## config.mk

```make
export PLATFORM = sky130hd
export DESIGN_NAME = bit_grouper
export DESIGN_NICKNAME = d
export VERILOG_FILES = /design/src/rtl/bit_grouper.sv
export SDC_FILE = /design/constraint.sdc
export NUM_CORES = 1
export LEC_CHECK = 0
export ABC_AREA = 1
export BUFFER_PORTS_ARGS = -buffer_cell sky130_fd_sc_hd__buf_4
export CORE_UTILIZATION = 60
export DETAILED_ROUTE_END_ITERATION = 8
export GPL_TIMING_DRIVEN = 0
export HOLD_SLACK_MARGIN = 0.05
export PLACE_DENSITY = 0.87
export SYNTH_ARGS = -nofsm -noshare
export SYNTH_HDL_FRONTEND = slang
export SYNTH_SLANG_ARGS = --single-unit
```

## constraint.sdc

```tcl
create_clock -name clk -period 3.45 [get_ports clk]
set_clock_uncertainty 0.2 [all_clocks]
set_input_delay 0.1725 -clock clk [delete_from_list [all_inputs] [get_ports clk]]
set_output_delay 0.1725 -clock clk [all_outputs]
set_load 0.1 [all_outputs]
```

## src/rtl/bit_grouper.sv

```systemverilog
// bit_grouper: packs serial bits into N_BPSC-bit mapper groups, tagging each with its subcarrier index
module bit_grouper #(
    parameter int N_SC = 48
) (
    input  logic       clk,
    input  logic       rst,
    input  logic [1:0] mod,
    input  logic       in_bit,
    input  logic       in_valid,
    output logic       in_ready,
    output logic [5:0] out_x,
    output logic [1:0] out_mod,
    output logic       out_valid,
    input  logic       out_ready,
    output logic [5:0] out_sc_idx,
    output logic       out_sym_last
);
    localparam logic [5:0] SC_LAST = 6'(N_SC - 1);
    logic [1:0] mod_q;
    logic [5:0] acc;
    logic [2:0] bcnt;
    logic [5:0] sc;
    logic       first;
    logic       last;
    logic       accept;
    logic [1:0] cur_mod;
    logic [2:0] top;
    logic [5:0] mask;
    logic [5:0] grp;
    always_comb begin
        first    = bcnt == 3'd0 && sc == 6'd0;
        cur_mod  = first ? mod : mod_q;
        top      = cur_mod == 2'd0 ? 3'd0 : cur_mod == 2'd1 ? 3'd1 : cur_mod == 2'd2 ? 3'd3 : 3'd5;
        mask     = cur_mod == 2'd0 ? 6'h01 : cur_mod == 2'd1 ? 6'h03 : cur_mod == 2'd2 ? 6'h0f : 6'h3f;
        last     = bcnt == top;
        in_ready = !rst && (!last || !out_valid || out_ready);
        accept   = in_valid && in_ready;
        grp      = acc;
        grp[bcnt] = in_bit;
    end
    always_ff @(posedge clk) begin
        if (rst) begin
            mod_q        <= '0;
            acc          <= '0;
            bcnt         <= '0;
            sc           <= '0;
            out_x        <= '0;
            out_mod      <= '0;
            out_sc_idx   <= '0;
            out_sym_last <= 1'b0;
            out_valid    <= 1'b0;
        end else begin
            if (out_valid && out_ready) out_valid <= 1'b0;
            if (accept) begin
                if (first) mod_q <= mod;
                if (last) begin
                    out_x        <= grp & mask;
                    out_mod      <= cur_mod;
                    out_sc_idx   <= sc;
                    out_sym_last <= sc == SC_LAST;
                    out_valid    <= 1'b1;
                    acc          <= '0;
                    bcnt         <= '0;
                    sc           <= sc == SC_LAST ? 6'd0 : sc + 6'd1;
                end else begin
                    acc  <= grp;
                    bcnt <= bcnt + 3'd1;
                end
            end
        end
    end
endmodule

```

==> impl_metrics.tcl, run 1 <==
set metrics [dict create \
    cts_setup_buffers 0 \
    numCtsBuffers 5 \
    met2_usage 0.486 \
    die_h_microns 55.0 \
    cpLargestDelayFamily "simple AND/OR/NAND/NOR gates" \
    cp_slowest_stage_delay_ps 480 \
    hold_viol 0 \
    period_share 0.861 \
    path_cells "inv_1 > ha_1 > nand3_4 > nor2_4 > nand2_1 > nand2_2 > nand2_1 > nand2_1 > nand2_1 > nand2_1 > nor2_4 > nand2_4 > nand2_1 > inv_1 > buf_4" \
    synth.cell_area_sq_um 1680 \
    path_buf_inv 3 \
    use_met3 0.0574 \
    combinationalPowerShare 0.244 \
    crit_arrival_ps 2600 \
    overflow 0 \
    io_buffers 23 \
    core_sq_um 2570 \
    hold_depth 5 \
    synth_cell_types 28 \
    clk_pin_slew_ps 100 \
    rsz0062_at_grt "false" \
    gp_congestion 0.895 \
    ant_nets 0 \
    post-route-cell-area_sq_um 2000 \
    r2r_end "sc[1]$_SDFFE_PP0P_" \
    fmax_mhz 337 \
    placed_area_sq_um 1890 \
    grt_pass1_vias 1452 \
    power_leakage_nw 0.923 \
    syn_inst 239 \
    hold_class "in2reg" \
    crit_type "reg2out" \
    finalWirelength_mm 3.86 \
    seq_area_frac_synth 0.392 \
    clk_latency_ps 350 \
    viasPerCell 5.38 \
    initial_core_util 0.656 \
    met1_usage 0.380 \
    synth.top_cells.by_area "dfxtp_1 39%, nand2_1 15%, nand3_1 5.6%" \
    setup_tns_ps 0 \
    syn_to_final_growth_pct 19.0 \
    cts.sinks 33 \
    drc 0 \
    critPathLaunchType "flip-flop" \
    switching_share 0.337 \
    finalSetupViolations 0 \
    cts-root-buf "clkbuf_4" \
    drv_slew 0 \
    dp_hpwl_mm 2.68 \
    min_period_ps 2970 \
    syn_nets 250 \
    p_switching_mw 0.295 \
    status "complete, no violations" \
    ys_ff_latch 33 \
    reg2reg_depth 14 \
    htree_levels 2 \
    hold_end "mod_q[0]$_SDFFE_PP0P_" \
    avgSynthCellArea_sq_um 7.05 \
    n_antenna_cell 0 \
    cts.repair.resized 0 \
    grt_max_degree 11 \
    yosys.area.top_type "dfxtp_1" \
    required_ps 3080 \
    drv_cap 0 \
    clk_path_buf_depth 2 \
    power.share.clock 0.291 \
    ff2ff_setup_slack_ps 780 \
    dr.pass1.iters 4 \
    slew_headroom 0.629 \
    worstPathMaxFanout 10 \
    grt_pass1_wl_mm 6.27 \
    drive_gt1_frac 0.175 \
    peakVddDrop_mv 0.382 \
    cts_tree "done" \
    end_kind "output pin" \
    p_int_mw 0.579 \
    rows 18 \
    dieArea_sq_um 3020 \
    yosysWarnings 0 \
    grt_usage 0.301 \
    grt-busiest-layer "met2" \
    cp_common_cell "nand2_1" \
    vias 1637 \
    power_density_nw_per_um2 436 \
    fill_cells 219 \
    grt_antenna_before_repair 0 \
    tightest_slew_ps 556 \
    r2r_start "bcnt[0]$_SDFFE_PP0P_" \
    slowest_stage "dfxtp_1" \
    final_nets 284 \
    die_w_microns 55.0 \
    synth_top_cell_area_share 0.392 \
    ios 24 \
    wl_per_cell_microns 12.7 \
    hold_start "mod[0]" \
    seq_power_share 0.464 \
    drtIter0Drc 64 \
]
## metrics by stage
step / utilization / hold slack (ps) / power [mW] / worst slack, ps / std cells
after floorplan: - / 41.6 / 0.576 / 933 / 239
after global placement: 0.738 / 176 / 0.619 / 858 / 292
after detailed placement: 0.738 / 179 / 0.623 / 844 / 292
after CTS: 0.781 / 51.4 / 0.877 / 503 / 304
after global routing: 0.781 / 104 / 0.917 / 254 / 304
final: 0.781 / 45.5 / 0.874 / 479 / 304
## sequential cells by signal, indices dropped and copies added (netlist names)
register	flops
out_valid	1
acc	6
bcnt	3
sc	6
out_sc_idx	6
out_sym_last	1
mod_q	2
out_mod	2
out_x	6
## how the worst max path moves through the flow
stage                         start            endpoint  slack, ps  depth (start not counted)
2_1_floorplan  bcnt[0]$_SDFFE_PP0P_            in_ready        930                         14
3_3_place_gp   bcnt[0]$_SDFFE_PP0P_  sc[2]$_SDFFE_PP0P_        860                         14
3_5_place_dp   bcnt[0]$_SDFFE_PP0P_  sc[1]$_SDFFE_PP0P_        840                         14
4_1_cts        bcnt[0]$_SDFFE_PP0P_            in_ready        500                         15
5_1_grt        bcnt[0]$_SDFFE_PP0P_            in_ready        250                         15
6_report       bcnt[0]$_SDFFE_PP0P_            in_ready        480                         15
## cell families after synthesis
group                    synth area share
AO/OA/AOI/OAI                       0.108
XOR/XNOR                           0.0156
adder cells (fa/ha/maj)            0.0297
buffers and inverters              0.0921
flip-flops                          0.392
AND/OR/NAND/NOR                     0.362
## timing repair
action                                  CTS  global route
endpoints found under the setup margin    0             0
hold buffers                              4             0
endpoints found under the hold margin     7             0
## per-layer routing
metal  up-vias  part of all wire
met1       716              0.45
met5         -                 0
li1        848                 -
met4         0             0.021
met3        12             0.079
met2        61              0.45
## worst register-to-register path: stages, from the launching register on
cell and delay (ps):
dfxtp_1 480, inv_1 180, ha_1 270, nand3_4 130, nor2_4 60, nand2_1 70
nand2_2 90, nand2_1 110, nand2_1 60, nand2_1 50, nand2_1 80, nor2_4 190
nand4_4 160, nand2_1 300, o21ai_0 130
## synth_stat cells (all sizes together)
library cell   n
xor2           2
o21ai         20
o21bai         1
nor3           1
nand3         21
clkinv         1
ha             4
buf            5
nand4         13
clkbuf         4
dfxtp         33
nand2         72
inv           25
nand3b         1
xnor2          1
a21oi         15
nor2          20
## area by class of cell
type                    instances  area, sq um  share of cell area
clock buffers                   7         65.1              0.0325
repair buffers                 27          213               0.106
well taps                      30         37.5              0.0187
plain buffers                   9         57.6              0.0287
flip-flops and latches         33          661               0.330
clock inverters                 1         5.00             0.00250
multi-input cells             171          868               0.433
inverters                      26         97.6              0.0487
## layout by cell type, fill, tap and decap left out, drive strengths merged
| master | instances |
|---|---|
| clkbuf | 11 |
| buf | 28 |
| nand4 | 13 |
| dlygate4sd3 | 4 |
| ha | 4 |
| nand3 | 21 |
| xnor2 | 1 |
| a21oi | 15 |
| inv | 25 |
| xor2 | 2 |
| nor3 | 1 |
| clkinv | 2 |
| nand2 | 72 |
| o21bai | 1 |
| nor2 | 20 |
| o21ai | 20 |
| dfxtp | 33 |
| nand3b | 1 |
## power by group through the flow
stage               clock network, mW  logic, mW  registers, mW
floorplan                           0      0.129          0.447
global placement                    0      0.205          0.414
detailed placement                  0      0.208          0.414
CTS                             0.259      0.213          0.406
global route                    0.276      0.233          0.408
finish                          0.254      0.214          0.406
No activity file was read; power rests on OpenSTA's default activity.
==> run 2: changes to the inputs <==
CAP_MARGIN = 20   (was not set)
CORE_UTILIZATION = 56   (was 60)
PLACE_DENSITY = 0.82   (was 0.87)
clock period = 2.86 ns   (was 3.45 ns; I/O delays follow)
==> run 2 against run 1 <==
  * Sequential share of layout area down 0.68 points
  * Setup slack worse by 290 ps
  * Critical path type unchanged
  * Routed wire length up 0.39%
  * The flow now finishes with violations (design-rule violations)
  * Largest power group unchanged
==> impl_metrics.tcl, run 2 (synthesis results as in run 1) <==
set metrics [dict create \
    reg2reg_depth 15 \
    cpLargestDelayFamily "simple AND/OR/NAND/NOR gates" \
    finalWirelength_mm 3.87 \
    syn_to_final_growth_pct 22.0 \
    grt_usage 0.252 \
    gp_congestion 0.865 \
    vias 1659 \
    die_w_microns 56.8 \
    hold_viol 0 \
    total_power_mw 1.07 \
    grt_pass1_vias 1436 \
    crit_arrival_ps 2330 \
    path_cells "inv_2 > ha_1 > nand3_4 > nor2_4 > nand2_1 > nand2_2 > nand2_1 > nand2_1 > nand2_1 > nand2_1 > nor2_4 > nand2_4 > nand2_1 > inv_1 > buf_8" \
    dp_hpwl_mm 2.61 \
    critPathLaunchType "flip-flop" \
    violations "design-rule violations" \
    setup_tns_ps 0 \
    ios 24 \
    rows 19 \
    wl_per_cell_microns 12.5 \
    crit_path_end "in_ready" \
    ant_nets 0 \
    drv_slew 0 \
    slowest_stage "dfxtp_2" \
    io_buffers 23 \
    grt_antenna_before_repair 0 \
    required_ps 2520 \
    hold_depth 5 \
    die_h_microns 56.8 \
    initial_core_util 0.600 \
    n_antenna_cell 0 \
    cp_slowest_stage_delay_ps 420 \
    rsz0062_at_grt "false" \
    finalSetupViolations 0 \
    mostFrequentLayoutCell "nand2_1" \
    period_share 0.935 \
    drive_gt1_frac 0.209 \
    power_leakage_nw 0.943 \
    clk_pin_slew_ps 100 \
    status "finished with violations" \
    path_buf_inv 3 \
    numCtsBuffers 5 \
    grt_pass1_wl_mm 6.33 \
    dieArea_sq_um 3230 \
    worstPathMaxFanout 7 \
    overflow 0 \
    cp.depth 15 \
    setup.worst_path.start "bcnt[0]$_SDFFE_PP0P_" \
    r2r_end "sc[1]$_SDFFE_PP0P_" \
    viasPerCell 5.37 \
    peakVddDrop_mv 0.430 \
    drc 6 \
    r2r_start "bcnt[0]$_SDFFE_PP0P_" \
    core_sq_um 2810 \
    final_cell_mix "68 x nand2_1, 31 x dfxtp_1, 27 x buf_4" \
    hold_class "in2reg" \
    cts_tree "done" \
    power_density_nw_per_um2 519 \
    drv_cap 0 \
    min_period_ps 2670 \
    crit_type "reg2out" \
    fmax_mhz 374 \
    ff2ff_setup_slack_ps 240 \
    clk_latency_ps 350 \
    final_nets 288 \
    clk_path_buf_depth 2 \
    fill_cells 256 \
    end_kind "output pin" \
    cts.sinks 33 \
    drtIter0Drc 124 \
    grt_max_degree 11 \
    tightest_slew_ps 552 \
    cp_common_cell "nand2_1" \
    slew_headroom 0.632 \
    cts-root-buf "clkbuf_4" \
    htree_levels 2 \
    dr.pass1.iters 7 \
]
-- run 2: changes by cell type in the layout (fill, tap and decap cells not counted), sizes merged --
cell	previous run	this run
dlygate4sd3	4	5
buf	28	31
-- run 2: metrics by stage --
stage                      util  setup slack [ps]  instance area, sq um  hold WS, ps  cells
final                     0.732               186                  2050         76.4    309
after global routing      0.732              41.3                  2050         98.6    309
after CTS                 0.719              46.2                  2020         60.4    306
after detailed placement  0.676               252                  1900          143    293
after global placement    0.676               246                  1900          139    293
after floorplan               -               373                  1680         12.1    239
-- run 2: per-layer routing --
layer  vias to the layer above  routed length [microns]  track usage
li1                        856                        -            -
met1                       734                     1820        0.340
met2                        61                     1720        0.393
met3                         8                      275       0.0484
met4                         0                       53        0.105
met5                         -                        0            0
-- run 2: cell type report --
class                           instances  area [sq um]  area share
Buffer                                  9          57.6      0.0280
Inverter                               26          97.6      0.0475
Tap cell                               31          38.8      0.0189
Clock inverter                          1          5.00     0.00244
Timing Repair Buffer                   31           253       0.123
Clock buffer                            7          65.1      0.0317
Sequential cell                        33           663       0.323
Multi-Input combinational cell        171           875       0.426
-- run 2: worst reg2reg max path, cell delays in order (launching register included) --
cell and delay (ps):
dfxtp_2 420, inv_2 90, ha_1 230, nand3_4 130, nor2_4 60, nand2_1 70
nand2_2 90, nand2_1 120, nand2_1 60, nand2_1 50, nand2_1 80, nor2_4 180
buf_4 150, nand4_4 120, nand2_1 300, o21ai_0 130
-- run 2: worst min-delay path by stage --
stage / to / startpoint / slack (ps)
after floorplan: out_sc_idx[1]$_SDFFE_PP0P_ / rst / 10
after global placement: out_sc_idx[3]$_SDFFE_PP0P_ / rst / 140
after detailed placement: out_sc_idx[3]$_SDFFE_PP0P_ / rst / 140
after CTS: out_mod[1]$_SDFFE_PP0P_ / mod[1] / 60
after global routing: mod_q[1]$_SDFFE_PP0P_ / mod[1] / 100
final: mod_q[1]$_SDFFE_PP0P_ / mod[1] / 80
-- run 2: report_power, final --
part / internal, mW / total, mW / switching, mW
Sequential: 0.478 / 0.491 / 0.0121
Combinational: 0.0873 / 0.272 / 0.184
Clock: 0.142 / 0.305 / 0.162
Total: 0.708 / 1.07 / 0.359
-- run 2: what timing repair did --
item                                    4_1_cts  5_1_grt
hold endpoints to repair                     11        0
hold buffers                                  5        0
endpoints found under the setup margin        1        1
resized for setup                             1        8
setup buffers                                 0        3
pin swaps                                     0        1
